<file path="src/rtl/legv8_ctrl_pkg.sv">
// legv8_ctrl_pkg: shared types and constants for the LEGv8 multicycle controller.
// Holds the FSM state enum, the instruction-class enum, opcode constants,
// alu_op encodings, and the IMMOP_* immediate-generator select codes.
package legv8_ctrl_pkg;

  // Instruction word width (bus width).
  localparam int INSTRSIZE = 32;

  // Immediate-generator select codes.
  localparam logic [4:0] IMMOP_I     = 5'd0;
  localparam logic [4:0] IMMOP_D     = 5'd1;
  localparam logic [4:0] IMMOP_B     = 5'd2;
  localparam logic [4:0] IMMOP_CB    = 5'd3;
  localparam logic [4:0] IMMOP_SHIFT = 5'd4;

  // ALU operation encodings.
  localparam logic [1:0] ALU_ADD = 2'b00;
  localparam logic [1:0] ALU_SUB = 2'b01;
  localparam logic [1:0] ALU_LSL = 2'b10;
  localparam logic [1:0] ALU_LSR = 2'b11;

  // Opcode fields, matched against the top bits of the instruction.
  localparam logic [5:0]  OP_B    = 6'b000101;
  localparam logic [7:0]  OP_CBZ  = 8'b10110100;
  localparam logic [7:0]  OP_CBNZ = 8'b10110101;
  localparam logic [9:0]  OP_ADDI = 10'b1001000100;
  localparam logic [9:0]  OP_SUBI = 10'b1101000100;
  localparam logic [10:0] OP_LDUR = 11'b11111000010;
  localparam logic [10:0] OP_STUR = 11'b11111000000;
  localparam logic [10:0] OP_LSL  = 11'b11010011011;
  localparam logic [10:0] OP_LSR  = 11'b11010011010;
  localparam logic [10:0] OP_ADD  = 11'b10001011000;
  localparam logic [10:0] OP_SUB  = 11'b11001011000;

  typedef enum logic [2:0] {
    ST_FETCH  = 3'd0,
    ST_DECODE = 3'd1,
    ST_EXEC   = 3'd2,
    ST_MEM    = 3'd3,
    ST_WB     = 3'd4
  } state_e;

  typedef enum logic [2:0] {
    CL_ALU   = 3'd0,
    CL_B     = 3'd1,
    CL_CBZ   = 3'd2,
    CL_CBNZ  = 3'd3,
    CL_LOAD  = 3'd4,
    CL_STORE = 3'd5
  } class_e;

endpackage

</file>
<file path="src/rtl/legv8_multicycle_ctrl_if.sv">
// legv8_multicycle_ctrl_if: shared instruction/data memory port.
// Handshake: the controller raises mem_req (with mem_we / mem_addr_sel) and
// holds it unchanged until the memory answers with mem_ready=1 in the same
// cycle; that cycle completes the access. Only reset may drop mem_req early.
interface legv8_multicycle_ctrl_if;
  logic mem_req;
  logic mem_we;
  logic mem_addr_sel;
  logic mem_ready;

  modport master (output mem_req, output mem_we, output mem_addr_sel, input mem_ready);
  modport slave  (input mem_req, input mem_we, input mem_addr_sel, output mem_ready);
endinterface

</file>
<file path="src/rtl/legv8_ctrl_decode.sv">
// legv8_ctrl_decode: combinational opcode decoder.
// Maps the instruction opcode to class, imm_op, alu_op, alu_src_imm and an
// illegal flag for opcodes outside the supported set.
module legv8_ctrl_decode
  import legv8_ctrl_pkg::*;
(
  input  logic [INSTRSIZE-1:0] instr,
  output class_e               cls,
  output logic [4:0]           imm_op,
  output logic [1:0]           alu_op,
  output logic                 alu_src_imm,
  output logic                 illegal
);

  // Low instruction bits carry register/immediate fields, not opcode.
  logic unused_fields;
  assign unused_fields = ^instr[20:0];

  // Priority-free opcode match: each encoding is unique in its field width.
  always_comb begin
    cls         = CL_ALU;
    imm_op      = IMMOP_I;
    alu_op      = ALU_ADD;
    alu_src_imm = 1'b0;
    illegal     = 1'b0;
    if (instr[31:21] == OP_LDUR) begin
      cls = CL_LOAD;  imm_op = IMMOP_D; alu_src_imm = 1'b1;
    end else if (instr[31:21] == OP_STUR) begin
      cls = CL_STORE; imm_op = IMMOP_D; alu_src_imm = 1'b1;
    end else if (instr[31:21] == OP_LSL) begin
      imm_op = IMMOP_SHIFT; alu_op = ALU_LSL; alu_src_imm = 1'b1;
    end else if (instr[31:21] == OP_LSR) begin
      imm_op = IMMOP_SHIFT; alu_op = ALU_LSR; alu_src_imm = 1'b1;
    end else if (instr[31:21] == OP_ADD) begin
      alu_op = ALU_ADD;
    end else if (instr[31:21] == OP_SUB) begin
      alu_op = ALU_SUB;
    end else if (instr[31:22] == OP_ADDI) begin
      alu_op = ALU_ADD; alu_src_imm = 1'b1;
    end else if (instr[31:22] == OP_SUBI) begin
      alu_op = ALU_SUB; alu_src_imm = 1'b1;
    end else if (instr[31:24] == OP_CBZ) begin
      cls = CL_CBZ;  imm_op = IMMOP_CB;
    end else if (instr[31:24] == OP_CBNZ) begin
      cls = CL_CBNZ; imm_op = IMMOP_CB;
    end else if (instr[31:26] == OP_B) begin
      cls = CL_B;    imm_op = IMMOP_B;
    end else begin
      illegal = 1'b1;
    end
  end

endmodule

</file>
<file path="src/rtl/legv8_multicycle_ctrl.sv">
// legv8_multicycle_ctrl: multicycle FETCH/DECODE/EXEC/MEM/WB control FSM.
// Optional retired-instruction counter enabled by macro LEGV8_CTRL_RETIRE_EN;
// without it, `retired` is tied to zero.
module legv8_multicycle_ctrl
  import legv8_ctrl_pkg::*;
#(
  parameter int RETIRE_W = 32
) (
  input  logic                  clk,
  input  logic                  rst,
  input  logic [INSTRSIZE-1:0]  instr,
  input  logic                  alu_zero,
  legv8_multicycle_ctrl_if.master bus,
  output logic                  ir_we,
  output logic                  pc_we,
  output logic                  pc_sel,
  output logic [4:0]            imm_op,
  output logic                  alu_src_imm,
  output logic [1:0]            alu_op,
  output logic                  reg_we,
  output logic                  wb_sel,
  output logic                  instr_done,
  output logic                  illegal,
  output logic [RETIRE_W-1:0]   retired,
  output state_e                dbg_state
);

  state_e     state_q, state_d;
  class_e     cls_q, cls_d;
  logic [4:0] imm_op_q, imm_op_d;
  logic [1:0] alu_op_q, alu_op_d;
  logic       alu_src_imm_q, alu_src_imm_d;

  class_e     dec_cls;
  logic [4:0] dec_imm_op;
  logic [1:0] dec_alu_op;
  logic       dec_alu_src_imm;
  logic       dec_illegal;

  logic mem_req, mem_we, mem_addr_sel;

  legv8_ctrl_decode u_decode (
    .instr       (instr),
    .cls         (dec_cls),
    .imm_op      (dec_imm_op),
    .alu_op      (dec_alu_op),
    .alu_src_imm (dec_alu_src_imm),
    .illegal     (dec_illegal)
  );

  // State and decoded-field registers; reset returns to FETCH.
  always_ff @(posedge clk) begin
    if (rst) begin
      state_q       <= ST_FETCH;
      cls_q         <= CL_ALU;
      imm_op_q      <= IMMOP_I;
      alu_op_q      <= ALU_ADD;
      alu_src_imm_q <= 1'b0;
    end else begin
      state_q       <= state_d;
      cls_q         <= cls_d;
      imm_op_q      <= imm_op_d;
      alu_op_q      <= alu_op_d;
      alu_src_imm_q <= alu_src_imm_d;
    end
  end

  // Next state and strobes; strobes are forced low while reset is held.
  always_comb begin
    state_d       = state_q;
    cls_d         = cls_q;
    imm_op_d      = imm_op_q;
    alu_op_d      = alu_op_q;
    alu_src_imm_d = alu_src_imm_q;
    mem_req       = 1'b0;
    mem_we        = 1'b0;
    mem_addr_sel  = 1'b0;
    ir_we         = 1'b0;
    pc_we         = 1'b0;
    pc_sel        = 1'b0;
    reg_we        = 1'b0;
    wb_sel        = 1'b0;
    instr_done    = 1'b0;
    illegal       = 1'b0;
    case (state_q)
      ST_FETCH: begin
        mem_req = 1'b1;
        if (bus.mem_ready) begin
          ir_we   = 1'b1;
          pc_we   = 1'b1;
          state_d = ST_DECODE;
        end
      end
      ST_DECODE: begin
        cls_d         = dec_cls;
        imm_op_d      = dec_imm_op;
        alu_op_d      = dec_alu_op;
        alu_src_imm_d = dec_alu_src_imm;
        if (dec_illegal) begin
          illegal = 1'b1;
          state_d = ST_FETCH;
        end else begin
          state_d = ST_EXEC;
        end
      end
      ST_EXEC: begin
        case (cls_q)
          CL_B: begin
            pc_we = 1'b1; pc_sel = 1'b1; instr_done = 1'b1; state_d = ST_FETCH;
          end
          CL_CBZ: begin
            pc_we = alu_zero; pc_sel = alu_zero; instr_done = 1'b1; state_d = ST_FETCH;
          end
          CL_CBNZ: begin
            pc_we = ~alu_zero; pc_sel = ~alu_zero; instr_done = 1'b1; state_d = ST_FETCH;
          end
          CL_LOAD, CL_STORE: state_d = ST_MEM;
          default:           state_d = ST_WB;
        endcase
      end
      ST_MEM: begin
        mem_req      = 1'b1;
        mem_addr_sel = 1'b1;
        mem_we       = (cls_q == CL_STORE);
        if (bus.mem_ready) begin
          if (cls_q == CL_STORE) begin
            instr_done = 1'b1;
            state_d    = ST_FETCH;
          end else begin
            state_d = ST_WB;
          end
        end
      end
      ST_WB: begin
        reg_we     = 1'b1;
        wb_sel     = (cls_q == CL_LOAD);
        instr_done = 1'b1;
        state_d    = ST_FETCH;
      end
      default: state_d = ST_FETCH;
    endcase
    if (rst) begin
      mem_req = 1'b0; mem_we = 1'b0; mem_addr_sel = 1'b0;
      ir_we = 1'b0; pc_we = 1'b0; pc_sel = 1'b0;
      reg_we = 1'b0; wb_sel = 1'b0; instr_done = 1'b0; illegal = 1'b0;
    end
  end

  assign bus.mem_req      = mem_req;
  assign bus.mem_we       = mem_we;
  assign bus.mem_addr_sel = mem_addr_sel;
  assign imm_op           = imm_op_q;
  assign alu_op           = alu_op_q;
  assign alu_src_imm      = alu_src_imm_q;
  assign dbg_state        = state_q;

`ifdef LEGV8_CTRL_RETIRE_EN
  logic [RETIRE_W-1:0] retired_q, retired_d;

  // Retired count advances once per instr_done pulse and wraps.
  always_comb begin
    retired_d = retired_q;
    if (instr_done) retired_d = retired_q + RETIRE_W'(1);
  end

  // Retired counter register, cleared by reset.
  always_ff @(posedge clk) begin
    if (rst) retired_q <= '0;
    else     retired_q <= retired_d;
  end

  assign retired = retired_q;
`else
  assign retired = '0;
`endif

endmodule
</file>
<file path="src/flat_wrapper.sv">
// flat-port wrapper written by rule: the top's interface ports become plain ports
module legv8_multicycle_ctrl_flat import legv8_ctrl_pkg::*;
#(
  parameter int RETIRE_W = 32
)
  (clk, rst, instr, alu_zero, ir_we, pc_we, pc_sel, imm_op, alu_src_imm, alu_op, reg_we, wb_sel, instr_done, illegal, retired, dbg_state, bus_mem_req, bus_mem_we, bus_mem_addr_sel, bus_mem_ready);
  legv8_multicycle_ctrl_if bus_i ();
  input  logic clk;
  input  logic rst;
  input  logic [INSTRSIZE-1:0] instr;
  input  logic alu_zero;
  output logic ir_we;
  output logic pc_we;
  output logic pc_sel;
  output logic [4:0] imm_op;
  output logic alu_src_imm;
  output logic [1:0] alu_op;
  output logic reg_we;
  output logic wb_sel;
  output logic instr_done;
  output logic illegal;
  output logic [RETIRE_W-1:0] retired;
  output state_e dbg_state;
  output wire logic [$bits(bus_i.mem_req)-1:0] bus_mem_req;
  output wire logic [$bits(bus_i.mem_we)-1:0] bus_mem_we;
  output wire logic [$bits(bus_i.mem_addr_sel)-1:0] bus_mem_addr_sel;
  input wire logic [$bits(bus_i.mem_ready)-1:0] bus_mem_ready;
  assign bus_mem_req = bus_i.mem_req;
  assign bus_mem_we = bus_i.mem_we;
  assign bus_mem_addr_sel = bus_i.mem_addr_sel;
  assign bus_i.mem_ready = bus_mem_ready;
  legv8_multicycle_ctrl #(.RETIRE_W(RETIRE_W)) u_core (.clk(clk), .rst(rst), .instr(instr), .alu_zero(alu_zero), .bus(bus_i), .ir_we(ir_we), .pc_we(pc_we), .pc_sel(pc_sel), .imm_op(imm_op), .alu_src_imm(alu_src_imm), .alu_op(alu_op), .reg_we(reg_we), .wb_sel(wb_sel), .instr_done(instr_done), .illegal(illegal), .retired(retired), .dbg_state(dbg_state));
endmodule
</file>
<file path="config.mk">
export PLATFORM = sky130hd
export DESIGN_NAME = legv8_multicycle_ctrl_flat
export DESIGN_NICKNAME = d
export VERILOG_FILES = /design/src/rtl/legv8_ctrl_pkg.sv /design/src/rtl/legv8_multicycle_ctrl_if.sv /design/src/rtl/legv8_ctrl_decode.sv /design/src/rtl/legv8_multicycle_ctrl.sv /design/src/flat_wrapper.sv
export SDC_FILE = /design/constraint.sdc
export NUM_CORES = 1
export LEC_CHECK = 0
export BUFFER_PORTS_ARGS = -buffer_cell sky130_fd_sc_hd__clkbuf_2
export CORE_ASPECT_RATIO = 1.4
export CORE_MARGIN = 2
export CORE_UTILIZATION = 38
export DETAILED_ROUTE_END_ITERATION = 10
export PLACE_DENSITY = 0.77
export SLEW_MARGIN = 0
export SYNTH_ARGS = -nofsm -noshare
export SYNTH_HDL_FRONTEND = slang
export SYNTH_SLANG_ARGS = --single-unit
</file>
<file path="constraint.sdc">
create_clock -name clk -period 2 [get_ports clk]
set_clock_uncertainty 0.2 [all_clocks]
set_input_delay 0.3 -clock clk [delete_from_list [all_inputs] [get_ports clk]]
set_output_delay 0.3 -clock clk [all_outputs]
set_load 0.02 [all_outputs]
</file>
# Word-level counts from Yosys, hierarchy flattened
# Cells that the tools add are included.
# Widths: inputs -> output; s select.
[classes] addsub=0 n_mul=0 div_mod_pow=0 magnitude_cmp=0 n_eq_ne=22 n_shift=0 n_mux=81 n_bitwise=1 n_reduce_logical=5
[ops] operator="$eq 11x11->1 const B" n=6
[ops] operator="$mux 1" n=47
[ops] operator="$mux 2" n=20
[ops] operator="$mux 3" n=9
[ops] operator="$eq 10x10->1 const B" n=2
[ops] operator="$eq 8x8->1 const B" n=2
[ops] operator="$eq 3x2->1 const B" n=4
[ops] operator="$pmux 3 s4" n=1
[ops] operator="$eq 3x3->1 const B" n=3
[ops] operator="$eq 3x1->1 const B" n=2
[ops] operator="$eq 6x3->1 const B" n=1
[ops] operator="$pmux 1 s3" n=2
[ops] operator="$pmux 3 s2" n=1
[ops] operator="$ne 2x2->1 const B" n=2
[ops] operator="$reduce_or 2->1" n=2
[ops] operator="$logic_not 3->1" n=1
[ops] operator="$reduce_or 3->1" n=1
[ops] operator="$pmux 1 s2" n=1
[ops] operator="$reduce_and 2->1" n=1
[ops] operator="$not 1->1" n=1
[totals] register_bits=14 latchBits=0 ramBits=0 mem_bits_ro=0 in_bits=36 output_inout_bits=53 word_cells=114 n_memories=0

# Depth between registers and ports, before layout
# Gate-level depths: netlist of the first run.
[logic_depth] word_depth=15 depth_mapped=6 depth_no_buf=4

# Cells and area by module
# From an unflattened synthesis of the first run, not the netlist that was laid out.
[hier_totals] hier_cells=144 hier_area_um2=1287.5
[modules_own_cells] mod="legv8_multicycle_ctrl" instances=1 cells_per_inst=108 area_per_inst_um2=989.7
[modules_own_cells] mod="legv8_ctrl_decode" instances=1 cells_per_inst=36 area_per_inst_um2=297.8

# Worst setup path before layout of the first run
# No wires, ideal clock.
[synth_timing] path_kind="register to output" from="register u_core.state_q[1] (netlist: u_core.dbg_state[1])" to="output pc_we" t_arrival_ns=1.783 required_ns=1.500 setup_slack_ns=-0.283 path_stages_with_launch=4 n_path_buf=0 path_cell_list="dfxtp_1 > nand2_1 > nor4_1 > or2_2"
[synth_via] elab_chain_len=3
[synth_lines] item="start: declaration" line_no="legv8_multicycle_ctrl.sv:28" source="state_e state_q, state_d;"
[synth_lines] item="start signal: assignment" line_no="legv8_multicycle_ctrl.sv:60" source="state_q <= state_d;"
[synth_lines] item="$eq 3x2->1 or $logic_not 3->1 (tied branches)" line_no="legv8_multicycle_ctrl.sv:85" source="case (state_q)"
[synth_lines] item="$pmux 1 s2 (*)" line_no="legv8_multicycle_ctrl.sv:85"
[synth_lines] item="$mux 1 (*)" line_no="legv8_multicycle_ctrl.sv:142" source="if (rst) begin"
[synth_lines] item="end: declaration" line_no="flat_wrapper.sv:13" source="output logic pc_we;"
# Mark *: on every way between the ends. The rest lies on a longest branch, timed or not.

# Final worst setup path of the first run
[layout_timing] from="register u_core.state_q[1] (netlist: u_core.dbg_state[1])" to="output illegal"
[layout_via] elab_chain_len=3
[layout_lines] item="$eq 3x1->1" line_no="legv8_multicycle_ctrl.sv:85"
[layout_lines] item="$mux 1" line_no="legv8_multicycle_ctrl.sv:85"
[layout_lines] item="$mux 1" line_no="legv8_multicycle_ctrl.sv:142"
[layout_lines] item="end: declaration" line_no="flat_wrapper.sv:21" source="output logic illegal;"
# Every way passes these cells.

==> results of run 1 <==
per-layer routing:
| metal | vias up | track usage (%) | wire (microns) |
|---|---|---|---|
| met1 | 412 | 16.50 | 889 |
| met5 | - | 0 | 0 |
| li1 | 481 | - | - |
| met2 | 49 | 22.53 | 1039 |
| met3 | 4 | 0.8197 | 152 |
| met4 | 0 | 6.081 | 39 |
worst paths after layout:
| path | from | to | slack (ns) | cells after the start |
|---|---|---|---|---|
| setup / recovery | u_core.dbg_state[1]$_SDFFE_PP0P_ | illegal | 0.02 | 4 |
| hold reg to reg | u_core.imm_op[2]$_SDFFE_PP0P_ | u_core.imm_op[2]$_SDFFE_PP0P_ | 0.27 | 2 |
| setup reg to reg | u_core.dbg_state[1]$_SDFFE_PP0P_ | u_core.cls_q[0]$_SDFFE_PP0P_ | 0.43 | 4 |
| hold / removal | instr[21] | u_core.alu_op[0]$_SDFFE_PP0P_ | 0.16 | 3 |
tightest hold or removal path: stages:
cell,delay [ns]
clkbuf_2,0.10
nand4b_1,0.11
o21ai_0,0.07
power groups by stage:
| stage | Clock [mW] | Sequential [mW] | Combinational [mW] |
|---|---|---|---|
| 6_report | 0.150 | 0.224 | 0.170 |
| 5_1_grt | 0.169 | 0.225 | 0.186 |
| 4_1_cts | 0.158 | 0.228 | 0.165 |
| 3_5_place_dp | 0 | 0.233 | 0.161 |
| 3_3_place_gp | 0 | 0.232 | 0.160 |
| 2_1_floorplan | 0 | 0.237 | 0.168 |
logic make-up after synthesis:
kind of cell	share of synthesized area, %
AOI/OAI and AO/OA	17.33
xor gates and xnor gates	0.8425
buffers and inverters	28.88
DFF	21.18
other	0.3607
and+or+nand+nor	31.41
state kept, by name, summed over array words and instances (netlist names):
signal / cells
u_core.alu_op: 1
u_core.cls_q: 3
u_core.alu_src_imm: 1
u_core.imm_op: 3
u_core.dbg_state: 3
metrics by stage:
step	instance area, sq um	utilization, %	worst slack [ns]	hold slack (ns)
after floorplan	1179	-	0.01706	0.2800
after global placement	1149	43.92	0.1067	0.2652
after detailed placement	1149	43.92	0.1227	0.2661
after CTS	1202	45.98	0.002748	0.1603
after global routing	1227	46.94	-0.03457	0.1715
final	1227	46.94	0.01795	0.1638
cell usage in the layout, fill, tap and decap left out, types with 3 or more instances in the layout:
cell	netlist	final
conb_1	1	34
clkbuf_2	0	30
nand2_1	11	10
nor2_1	11	9
o21ai_0	6	6
dfxtp_1	11	6
a21oi_1	5	5
buf_4	36	5
nor3_1	4	4
inv_1	4	3
o211ai_1	3	3
nand3_1	3	3
clkbuf_4	0	3
dfxtp_4	0	3
layout make-up:
cell class,count,area [sq um],area share [%]
clock buffer,3,22.52,1.835
multi-input combinational,114,685.7,55.86
tap,36,45.04,3.670
inverter,4,15.01,1.223
clock inverter,1,5.005,0.4077
timing repair buffer,39,220.2,17.94
sequential,11,234.0,19.06
timing repair:
action	in CTS	in global routing
setup buffers	0	0
gates resized for setup	9	13
setup endpoints to repair	5	3
pin swaps	1	1
==> results.md, run 1 <==
* Yosys warns at 0
* Placer Congestion at 0.8020
* Lkg Pwr at 0.5972 nW
* EDFF count, synth at 0
* CP delay by family, top: simple AND/OR/NAND/NOR gates
* Input/output buffers at 33
* Largest net degree at the start of global routing at 12
* WP data required at 1.50 ns
* CP max stage cell: or3b_4
* Max-slew violations at 0
* Buf/Inv on CP at 1
* Gr usage total at 13.42%
* Power consumption at 0.5437 mW
* Critical Path Max Stage Delay at 0.41 ns
* First-pass GRT wire length at 3.167 mm
* Top cells by count, synth: buf_4, dfxtp_1, nand2_1, nor2_1, o21ai_0
* Setup repair after global routing missed its margin: yes
* CTS tree: done
* Non-Filler Instances at 208
* Filler cell count at 279
* Crit path cell chain: or3b_4 -> nor2_4 -> and4_1 -> buf_6
* Worst-Skew Late Latency at 0.27 ns
* Vias in the first global route at 746
* Row count at 22
* # placed instances at 204
* Initial core utilization at 39.76%
* Via density per instance at 4.548
* Total gr overflow at 0
* TNS Setup at 0 ns
* Worst hold path type: in -> reg
* Post-DP HPWL at 1.712 mm
* Mapped Cells at 134
* CORE AREA at 2615 sq um
* Comb power frac at 31.2%
* CP Capture Type: output pin
* Clk pin slew, worst setup/hold paths at 0.07 ns
* CTS H-tree depth at 1
* Clk sinks at 11
* Vias at 946
* Part of the cycle the worst path needs at 99.10%
* Yosys top cell area share at 25.99%
* Number of routed nets with antenna violations at 0
* Detailed Routing Iterations Pass 1 at 4
* Nets at 209
* DRT iter0 DRCs at 17
* CTS Buffer Depth at 2
* Synth cell types at 43
* Maximum vdd drop at 0.2624 mV
* CTS buffer count at 3
* Diode count at 0
* Max Cap Viol at 0
* Worst Path Arrival at 1.48 ns
* Internal at 0.3438 mW
* Synthesized area at 1040 sq um
* Layout area overhead at 18.05%
* Die area at 3177 sq um
* Final Hold Fails at 0
* Sw Ratio at 36.77%
* PD cells at 443.0 nW/um^2
* Die Y-Extent at 65.89 microns
* Crit Path Class: reg -> out
* Seq cells post-synth at 11
* Post-synthesis sequential area ratio at 21.18%
* Drt wl/cell at 10.19 microns
* Main flop type after synthesis: dfxtp_1
* Ports at 89
* Layout cells sized above 1 at 36.63%
* Mean Syn Cell Area at 7.759 sq um
* Top-count cell post-synth: buf_4
* Initial antenna violation count at 0
* Largest cells by area after synthesis: buf_4, dfxtp_1, nand2_1
* # DRC at 0
* Hold Buf Count CTS at 0
* Tmin final at 1.982 ns
* Max Fanout on Critical Path at 5
* Ys async rst share at 0%
* Critical path startpoint category: register
* Chip width at 48.21 microns
* Routed wire length at 2.120 mm
* Sequential power share at 41.2%
* Root Driver: clkbuf_4
* Clock power frac at 27.6%
* Fmax at 504.5 MHz
* Outcome: complete, no violations
* Post-synth top area cell: buf_4
* Final setup fails at 0
* Psw at 0.2000 mW
Power figures use the tool's default switching activity.
==> run 2: changes to the inputs <==
Settings changed: GPL_ROUTABILITY_DRIVEN from default to 0.
Clock period 2 ns to 1.96 ns, I/O delays scaled along.
==> run 2 against run 1 <==
  * The run now ends with negative setup slack left
  * Wire length fell by 0.57%
  * Critical path type unchanged
  * Register-to-register slack got worse by 0.03 ns
  * Non-clock buffer count rose by 3
  * Die area did not move
  * Global-route usage rose by 0.57 points
  * Final cell count rose by 1.4%
  * Clock power rose by 3%
  * Design area rose by 2.1%
==> results.md, run 2 (synthesis gave the netlist of run 1 again) <==
* Reg-to-Reg Start: u_core.dbg_state[2]$_SDFFE_PP0P_ (was u_core.dbg_state[1]$_SDFFE_PP0P_)
* Worst Path Arrival at 1.49 ns (was 1.48 ns)
* Gr usage total at 13.99% (was 13.42%)
* Critical Path End: illegal (unchanged)
* Most frequent cells in the layout: conb_1, clkbuf_2, nand2_1 (unchanged)
* Via density per instance at 4.555 (was 4.548)
* Max Fanout on Critical Path at 5 (unchanged)
* Die Y-Extent at 65.89 microns (unchanged)
* Row count at 22 (unchanged)
* Drt wl/cell at 9.991 microns (was 10.19 microns)
* Initial antenna violation count at 0 (unchanged)
* Layout Utilization at 47.94% (was 46.94%)
* Worst R2R Path Depth at 4 (unchanged)
* Critical path startpoint category: register (unchanged)
* Busiest grt layer: met2 (unchanged)
* Maximum vdd drop at 0.2761 mV (was 0.2624 mV)
* Max Cap Viol at 0 (unchanged)
* Worst hold path type: in -> reg (unchanged)
* Critical path launch point: u_core.dbg_state[2]$_SDFFE_PP0P_ (was u_core.dbg_state[1]$_SDFFE_PP0P_)
* WP data required at 1.47 ns (was 1.50 ns)
* Crit Path Class: reg -> out (unchanged)
* DRT iter0 DRCs at 19 (was 17)
* Final setup fails at 1 (was 0)
* Filler cell count at 278 (was 279)
* Vias at 961 (was 946)
* Clk sinks at 11 (unchanged)
* Lkg Pwr at 0.6137 nW (was 0.5972 nW)
* PD cells at 445.0 nW/um^2 (was 443.0 nW/um^2)
* Nets at 212 (was 209)
* Failing checks: negative setup slack
* First-pass GRT wire length at 3.312 mm (was 3.167 mm)
* Largest net degree at the start of global routing at 12 (unchanged)
* Setup repair after global routing missed its margin: yes (unchanged)
* Vias in the first global route at 787 (was 746)
* Crit Reg-Reg Endpoint: u_core.cls_q[0]$_SDFFE_PP0P_ (unchanged)
* Area occupied by multi-input gates at 685.7 sq um (unchanged)
* Post-DP HPWL at 1.712 mm (unchanged)
* Tmin final at 1.982 ns
* CORE AREA at 2615 sq um (unchanged)
* Fmax at 504.6 MHz
* Initial core utilization at 39.76% (unchanged)
* Ports at 89 (unchanged)
* Global Route met2 Usage at 23.68% (was 22.53%)
* M1 GR Usage at 17.00% (was 16.50%)
* # DRC at 0 (unchanged)
* Most common library cell in the layout ignoring fill and taps: conb_1 (unchanged)
* Detailed Routing Iterations Pass 1 at 4 (unchanged)
* Clk pin slew, worst setup/hold paths at 0.07 ns (about the same)
* PnR worst setup slack at -0.02159 ns (was 0.01795 ns)
* Layout area overhead at 20.58% (was 18.05%)
* Root Driver: clkbuf_4 (unchanged)
* CTS tree: done (unchanged)
* CTS Buffer Depth at 2 (unchanged)
* Reg area at 235.2 sq um (was 234.0 sq um)
* Hold Buf Count CTS at 0 (unchanged)
* Layout cells sized above 1 at 37.71% (was 36.63%)
* Diode count at 0 (unchanged)
* Worst R2R Setup Slack at 0.40 ns (was 0.43 ns)
* Chip width at 48.21 microns (unchanged)
* Routed wire length at 2.108 mm (was 2.120 mm)
* Final Hold Fails at 0 (unchanged)
* Max-slew violations at 0 (unchanged)
* CTS buffer count at 3 (unchanged)
* Input/output buffers at 33 (unchanged)
* Dpl ws at 0.09472 ns (was 0.1227 ns)
* Worst-Skew Late Latency at 0.27 ns (about the same)
* Power consumption at 0.5579 mW (was 0.5437 mW)
* Total gr overflow at 0 (unchanged)
* Number of routed nets with antenna violations at 0 (unchanged)
* Met3 Use GR at 1.093% (was 0.8197%)
* Part of the cycle the worst path needs at 101.1%
* Outcome: finished with violations (was complete, no violations)
* Die area at 3177 sq um (unchanged)
* CP Capture Type: output pin (unchanged)
* CTS H-tree depth at 1 (unchanged)
## run 2: changes by cell type in the layout (fill, tap and decap cells not counted), sizes merged
cell    previous run  this run
buf                9        10
clkbuf            33        35
## run 2: routing by layer
| metal | vias to the layer above | wire [microns] |
|---|---|---|
| li1 | 486 | - |
| met1 | 422 | 854 |
| met3 | 4 | 154 |
| met4 | 0 | 39 |
| met5 | - | 0 |
| met2 | 49 | 1059 |
## run 2: worst min-delay path by stage
| stage | slack [ns] | to | start | cells after the start |
|---|---|---|---|---|
| 3_5_place_dp | 0.27 | u_core.imm_op[2]$_SDFFE_PP0P_ | u_core.imm_op[2]$_SDFFE_PP0P_ | 2 |
| 5_1_grt | 0.17 | u_core.alu_op[0]$_SDFFE_PP0P_ | instr[21] | 3 |
| 3_3_place_gp | 0.27 | u_core.imm_op[2]$_SDFFE_PP0P_ | u_core.imm_op[2]$_SDFFE_PP0P_ | 2 |
| 6_report | 0.16 | u_core.alu_op[0]$_SDFFE_PP0P_ | instr[21] | 3 |
| 2_1_floorplan | 0.28 | u_core.cls_q[1]$_SDFFE_PP0P_ | u_core.cls_q[1]$_SDFFE_PP0P_ | 2 |
| 4_1_cts | 0.15 | u_core.dbg_state[0]$_SDFFE_PP0P_ | rst | 4 |
## run 2: critical path: stages (launching register included)
cell	delay, ns
dfxtp_4	0.37
or3b_4	0.39
nor2_4	0.10
and4_1	0.20
clkbuf_8	0.15
## run 2: power by group
group / leakage (nW) / internal (mW) / switching [mW]
Sequential: 0.0930 / 0.225 / 0.00362
Combinational: 0.503 / 0.0525 / 0.123
Clock: 0.0177 / 0.0755 / 0.0781
Total: 0.614 / 0.353 / 0.205
## run 2: metrics by stage
stage	TNS (ns)	std cells	hold WS (ns)	area (sq um)
after floorplan	-0.01694	167	0.2800	1179
after global placement	0	204	0.2652	1149
after detailed placement	0	204	0.2661	1149
after CTS	-0.03658	210	0.1485	1227
after global routing	-0.1813	211	0.1655	1254
final	-0.02159	211	0.1576	1254
## run 2: layout make-up
type,instances,area share [%]
well taps,36,3.593
flip-flops and latches,11,18.76
inverters,4,1.198
multi-input cells,114,54.69
clock buffers,3,1.796
repair buffers,42,19.56
clock inverters,1,0.3992
## run 2: what timing repair did
item | CTS | global route
buffers inserted | 2 | 1
pin swaps | 2 | 1
setup endpoints to repair | 5 | 4
resized for setup | 12 | 8
